**src/rtl/fft_seq_pkg.sv**
```systemverilog
// Shared types and helpers for the FFT frame sequencer.
package fft_seq_pkg;

  localparam int DEF_N           = 8;
  localparam int DEF_W           = 32;
  localparam int DEF_FFT_LATENCY = 20;

  typedef enum logic [1:0] {LOAD, RUN, UNLOAD} seq_state_t;

  typedef struct packed {
    logic signed [DEF_W-1:0] re;
    logic signed [DEF_W-1:0] im;
  } cplx_t;

  // Reverses the low 'bits' bits of v; anything above them is dropped.
  function automatic logic [31:0] bitrev(input logic [31:0] v, input int bits);
    logic [31:0] r;
    r = '0;
    for (int i = 0; i < 32; i++) begin
      if (i < bits) r[bits-1-i] = v[i];
    end
    return r;
  endfunction

endpackage

```
**src/rtl/fft_seq_latency_timer.sv**
```systemverilog
// Loadable down-counter that times how long the FFT core stays enabled.
module fft_seq_latency_timer
  import fft_seq_pkg::*;
#(
  parameter int WIDTH = 5
) (
  input  logic             clk,
  input  logic             reset,
  input  logic             load,
  input  logic [WIDTH-1:0] load_value,
  input  logic             count,
  output logic             zero
);

  logic [WIDTH-1:0] value;

  // Saturates at zero so a lingering count cannot wrap back to the top.
  always_ff @(posedge clk) begin
    if (reset)                value <= '0;
    else if (load)            value <= load_value;
    else if (count && !zero)  value <= value - WIDTH'(1);
  end

  assign zero = (value == '0);

endmodule

```
**src/rtl/fft_frame_sequencer.sv**
```systemverilog
// Serial-to-parallel frame sequencer around the 8-point CORDIC FFT core.
// Define FFT_FRAME_SEQUENCER_BITREV_EN to emit results in bit-reversed lane order.
module fft_frame_sequencer
  import fft_seq_pkg::*;
#(
  parameter int N           = DEF_N,
  parameter int W           = DEF_W,
  parameter int FFT_LATENCY = DEF_FFT_LATENCY
) (
  input  logic                clk,
  input  logic                reset,
  input  logic                s_valid,
  output logic                s_ready,
  input  logic signed [W-1:0] s_re,
  input  logic signed [W-1:0] s_im,
  output logic                fft_en,
  output logic [N*W-1:0]      fft_x,
  output logic [N*W-1:0]      fft_y,
  input  logic [N*W-1:0]      fft_xout,
  input  logic [N*W-1:0]      fft_yout,
  output logic                m_valid,
  input  logic                m_ready,
  output logic signed [W-1:0] m_re,
  output logic signed [W-1:0] m_im,
  output logic                m_last,
  output logic                busy
);

  localparam int IW = $clog2(N);
  localparam int TW = $clog2(FFT_LATENCY + 1);
  localparam logic [IW-1:0] LAST       = IW'(N - 1);
  localparam logic [TW-1:0] TIMER_INIT = TW'(FFT_LATENCY - 1);

  seq_state_t state, state_next;

  logic [IW-1:0]         idx, oidx, oidx_inc;
  logic [N-1:0][W-1:0]   ibuf_re, ibuf_im;
  logic [N-1:0][W-1:0]   obuf_re, obuf_im;
  logic [N-1:0][W-1:0]   xout_lanes, yout_lanes;
  logic                  in_fire, frame_in_done, out_fire, timer_zero;

  function automatic logic [IW-1:0] lane_order(input logic [IW-1:0] i);
    logic [31:0] r;
`ifdef FFT_FRAME_SEQUENCER_BITREV_EN
    r = bitrev(32'(i), IW);
`else
    r = 32'(i);
`endif
    return r[IW-1:0];
  endfunction

  assign in_fire       = s_valid && s_ready && (state == LOAD);
  assign frame_in_done = in_fire && (idx == LAST);
  assign out_fire      = m_valid && m_ready;
  assign oidx_inc      = oidx + IW'(1);
  assign xout_lanes    = fft_xout;
  assign yout_lanes    = fft_yout;
  assign fft_x         = ibuf_re;
  assign fft_y         = ibuf_im;
  assign busy          = (state != LOAD);

  fft_seq_latency_timer #(.WIDTH(TW)) u_timer (
    .clk        (clk),
    .reset      (reset),
    .load       (frame_in_done),
    .load_value (TIMER_INIT),
    .count      (state == RUN),
    .zero       (timer_zero)
  );

  always_ff @(posedge clk) begin
    if (reset) state <= LOAD;
    else       state <= state_next;
  end

  always_comb begin
    state_next = state;
    case (state)
      LOAD:    if (frame_in_done)       state_next = RUN;
      RUN:     if (timer_zero)          state_next = UNLOAD;
      UNLOAD:  if (out_fire && m_last)  state_next = LOAD;
      default:                          state_next = LOAD;
    endcase
  end

  // s_ready is registered from the current state, which leaves one idle
  // LOAD cycle after each frame before the next sample can be taken.
  always_ff @(posedge clk) begin
    if (reset) begin
      idx     <= '0;
      oidx    <= '0;
      s_ready <= 1'b0;
      fft_en  <= 1'b0;
      m_valid <= 1'b0;
      m_last  <= 1'b0;
      m_re    <= '0;
      m_im    <= '0;
      ibuf_re <= '0;
      ibuf_im <= '0;
      obuf_re <= '0;
      obuf_im <= '0;
    end else begin
      s_ready <= (state == LOAD) && !frame_in_done;
      case (state)
        LOAD: begin
          if (in_fire) begin
            ibuf_re[idx] <= s_re;
            ibuf_im[idx] <= s_im;
            idx          <= (idx == LAST) ? '0 : idx + IW'(1);
            if (idx == LAST) fft_en <= 1'b1;
          end
        end
        RUN: begin
          // The first result bypasses obuf so m_valid can rise right after capture.
          if (timer_zero) begin
            fft_en  <= 1'b0;
            obuf_re <= xout_lanes;
            obuf_im <= yout_lanes;
            oidx    <= '0;
            m_valid <= 1'b1;
            m_last  <= 1'b0;
            m_re    <= xout_lanes[lane_order('0)];
            m_im    <= yout_lanes[lane_order('0)];
          end
        end
        UNLOAD: begin
          if (out_fire) begin
            if (m_last) begin
              m_valid <= 1'b0;
              m_last  <= 1'b0;
              oidx    <= '0;
            end else begin
              oidx    <= oidx_inc;
              m_re    <= obuf_re[lane_order(oidx_inc)];
              m_im    <= obuf_im[lane_order(oidx_inc)];
              m_last  <= (oidx_inc == LAST);
            end
          end
        end
        default: ;
      endcase
    end
  end

endmodule
```
**config.mk**
```make
export PLATFORM = sky130hd
export DESIGN_NAME = fft_frame_sequencer
export DESIGN_NICKNAME = d
export VERILOG_FILES = /design/src/rtl/fft_seq_pkg.sv /design/src/rtl/fft_seq_latency_timer.sv /design/src/rtl/fft_frame_sequencer.sv
export SDC_FILE = /design/constraint.sdc
export NUM_CORES = 2
export LEC_CHECK = 0
export ABC_AREA = 1
export BUFFER_PORTS_ARGS = -buffer_cell sky130_fd_sc_hd__buf_2
export CAP_MARGIN = 20
export CORE_AREA = 2 2 452 454
export DETAILED_ROUTE_END_ITERATION = 10
export DIE_AREA = 0 0 454 456
export MAX_ROUTING_LAYER = met4
export PLACE_DENSITY = 0.36
export SETUP_SLACK_MARGIN = 0.05
export SLEW_MARGIN = 10
export SYNTH_ARGS = -nofsm -noshare
export SYNTH_HDL_FRONTEND = slang
export SYNTH_SLANG_ARGS = --single-unit
```
**constraint.sdc**
```tcl
create_clock -name clk -period 2.9 [get_ports clk]
set_clock_uncertainty 0.2 [all_clocks]
set_input_delay 0 -clock clk [delete_from_list [all_inputs] [get_ports clk]]
set_output_delay 0 -clock clk [all_outputs]
set_load 0.005 [all_outputs]
```
==> summary.md <==
| Metric | Value |
|---|---|
| Die Height | `456 um` |
| Power share of the combinational group | `8.8%` |
| Clk pwr share | `49.6%` |
| Relative slew slack | `about 30%` |
| Worst hold stages | `4` |
| DP Area | `52920 um2` |
| Layout fillers | `21420` |
| Remaining Overflow, GRT | `0` |
| Setup CP Type | `reg2reg` |
| RR Startpoint | `u_timer.value[0]` |
| Slew Viols, Final | `0` |
| Cell family with most CP delay | `buffers and inverters` |
| R2R setup slack | `360 ps` |
| Register area | `22130 um2` |
| H-tree depth | `4` |
| Site Rows | `between 150 and 200` |
| Clock Tree Root | `clkbuf_16` |
| Worst path max stage delay | `560 ps` |
| RSZ-0062 raised after global routing | `false` |
| Crit Reg-Reg Endpoint | `obuf_im[166]` |
| Area grow syn2layout | `56.24%` |
| Via/cell ratio | `~4.4` |
| Routed len/inst | `22.94 um` |
| Sequential fraction of the synthesis area | `49.70%` |
| CP Capture Type | `register` |
| CP bufs+invs | `5` |
| Sw power | `around 9.2 mW` |
| Net Sw Frac | `between 20% and 30%` |
| Final Hold Vio Count | `0` |
| Peak Freq | `about 0.39 GHz` |
| Worst EP required | `3390 ps` |
| Power density over the cells | `533.4 nW/um2` |
| Synthesized area per cell | `between 7 and 8 um2` |
| Final period util | `87.71%` |
| Final WL | `255.3 mm` |
| Worst Min Path Start | `s_re[31]` |
| Post-Synthesis Cells | `6225` |
| Seq cells post-synth | `between 1000 and 1500` |
| Layout cells sized above 1 | `18.31%` |
| Worst-margin pin slew | `1054 ps` |
| CP Launch Type | `register` |
| Hold crit path type | `in2reg` |
| Critical path arrival | `3030 ps` |
| Core footprint | `201700 um2` |
| Residual DRC count | `0` |
| Most used cell, CP | `inv_1` |
| Post-DP HPWL | `~180 mm` |
| Minimum clock period | `2543 ps` |
| Post-route design area | `roughly 70000 um2` |
| Hold Crit Endpoint | `fft_x[191]` |
| Synth Warn # | `0` |
| Mapped Area | `44510 um2` |
| Initial antenna violation count | `76` |
| Clock latency on the worst-skew pair | `830 ps` |
| Starting Density | `22.07%` |
| Synth cell types | `31` |
| Int Pwr | `roughly 28 mW` |
| Worst Path Max Fanout | `43` |
| Layout Nets | `8866` |
| First DRT Iteration DRCs | `3270` |
| Setup TNS | `0 ps` |
| DRT Pass-1 Iters | `6` |
| Max cap viols | `0` |
| Die Area | `207000 um2` |
| First-pass GRT wire length | `359.3 mm` |
| Multi-input gate area | `around 18000 um2` |
| Port Buffers | `roughly 1200` |
| Final setup viols | `0` |
| Num CTS Buffers | `141` |
| Max clock buf depth | `3` |
| CTS tree | `built` |
| GRT Util Overall | `24.52%` |
| Clock Sinks | `1105` |
| Die width | `454 um` |
| Post-synthesis net count | `6810` |
| Pre-CTS setup slack | `approximately 370 ps` |
| Reg power frac | `a little over two fifths` |
| R2R depth | `10` |
| Leak | `31.56 nW` |
| Vias | `48960` |
| CTS clock-pin slew for the worst setup and hold paths | `60 ps` |
| Status | `finished clean` |
| Vias in the first global route | `48950` |
| Largest net degree at the start of global routing | `154` |
| Peak supply drop | `about 0.00060 V` |
| Final Worst Setup Slack | `roughly 360 ps` |
| GP Congestion | `about 0.86` |
| Slowest CP cell | `dlygate4sd3_1` |
| I/O Pins | `1161` |
| Post-route ant nets | `0` |
| Crit-path cells | `inv_1 > ha_1 > inv_1 > nor3_2 > nand3_4 > buf_4 > buf_12 > o21ai_0 > dlygate4sd3_1 > a21oi_1` |
==> cell families after synthesis <==
family          count (synthesis)  share of synthesized area (%)
simple gates                 2300                          20.88
compound gates               1616                          18.19
buf+inv                      1195                          11.01
flops                        1105                          49.70
fa+ha+maj                       5                         0.1406
xor+xnor                        4                        0.07873
==> cell usage in the layout, fill, tap and decap left out, types with 3 or more instances in the layout <==
cell	instances
o21ai_0	902
inv_6	6
nor2_1	1158
clkinv_2	15
nand2_1	664
nand2_2	3
nor3_1	3
nor2_4	10
bufinv_16	8
clkbuf_8	38
clkbuf_16	145
buf_2	1160
ha_1	4
nand3_1	455
inv_1	652
o21ai_1	126
clkinv_8	4
buf_4	68
dlygate4sd3_1	1162
inv_2	10
diode_2	65
clkbuf_1	33
buf_12	53
a21oi_1	586
dfxtp_1	1104
==> stage by stage <==
step	utilization, %	total power, mW	hold slack, ps	cells
after global routing	34.46	38.35	8.699	11120
after detailed placement	26.24	17.65	77.56	9645
after CTS	34.38	37.57	4.827	11060
after floorplan	-	16.48	-24.37	6225
final	34.47	37.09	8.155	11130
after global placement	26.24	17.66	72.06	9645
==> state kept, by name (all words and copies together) (netlist names) <==
signal / cells
m_im: 32
fft_y: 256
m_valid: 1
fft_en: 1
obuf_im: 256
state: 2
obuf_re: 256
u_timer.value: 5
fft_x: 256
m_last: 1
m_re: 32
oidx: 3
idx: 3
s_ready: 1
==> timing repair <==
item	4_1_cts	5_1_grt
hold buffers	1162	0
resized for setup	0	0
endpoints found under the setup margin	0	10
endpoints found under the hold margin	1104	0
buffers inserted	0	3
==> power by group through the flow <==
stage / Clock, mW / Sequential, mW / Combinational [mW]
6_report: 18.4 / 15.4 / 3.25
5_1_grt: 19.4 / 15.5 / 3.47
4_1_cts: 18.9 / 15.4 / 3.26
3_5_place_dp: 0 / 15.8 / 1.89
3_3_place_gp: 0 / 15.8 / 1.90
2_1_floorplan: 0 / 15.8 / 0.698
==> how the worst max path moves through the flow <==
stage	startpoint	to	slack (ps)	depth (start not counted)
2_1_floorplan	oidx[0]	m_re[14]	430	12
3_3_place_gp	oidx[0]	m_re[25]	380	7
3_5_place_dp	oidx[0]	m_re[25]	370	7
4_1_cts	u_timer.value[0]	obuf_im[109]	90	10
5_1_grt	u_timer.value[0]	obuf_im[14]	230	10
6_report	u_timer.value[0]	obuf_im[166]	360	10
==> metal layers <==
layer	wire, um	GRT usage (%)	part of all wire [%]
met1	97350	25.87	38
met2	129700	42.72	51
met3	15760	6.022	6.2
met4	12490	11.45	4.9
met5	0	-	0
==> area by class of cell <==
cell class,count,area share [%]
Sequential cell,1105,31.82
Timing Repair Buffer,2443,27.34
Tap cell,2672,4.808
Inverter,665,3.619
Antenna cell,65,0.2339
Multi-Input combinational cell,3925,25.29
Clock inverter,37,0.7468
Clock buffer,216,6.149
==> synth_stat cells <==
master / number / area [um2]
nor2_1: 1158 / 4347
dfxtp_1: 1105 / 22120
o21ai_0: 902 / 4514
nand2_1: 664 / 2492
inv_1: 654 / 2455
a21oi_1: 586 / 2933
nand3_1: 456 / 2282
clkbuf_1: 271 / 1017
buf_2: 150 / 750.7
o21ai_1: 126 / 630.6
clkbuf_2: 64 / 320.3
buf_4: 27 / 202.7
buf_1: 12 / 45.04
inv_2: 10 / 37.54
nor2_2: 8 / 50.05
buf_6: 6 / 67.56
ha_1: 5 / 62.56
nand2_2: 3 / 18.77
nor3_1: 3 / 15.01
xor2_1: 3 / 26.28
nor2_4: 2 / 22.52
a31oi_1: 1 / 6.260
and3_1: 1 / 6.260
clkinv_1: 1 / 3.750
nand2_4: 1 / 11.26
nand3_2: 1 / 10.01
nor2_8: 1 / 20.02
nor3_2: 1 / 10.01
nor3b_1: 1 / 7.510
o211a_1: 1 / 10.01
xnor2_1: 1 / 8.760
==> worst min-delay path: cells and delay by family <==
family,cells,cell delay (ps)
and+or+nand+nor,2,180
buffers and inverters,2,810
No activity file was read; power rests on OpenSTA's default activity.
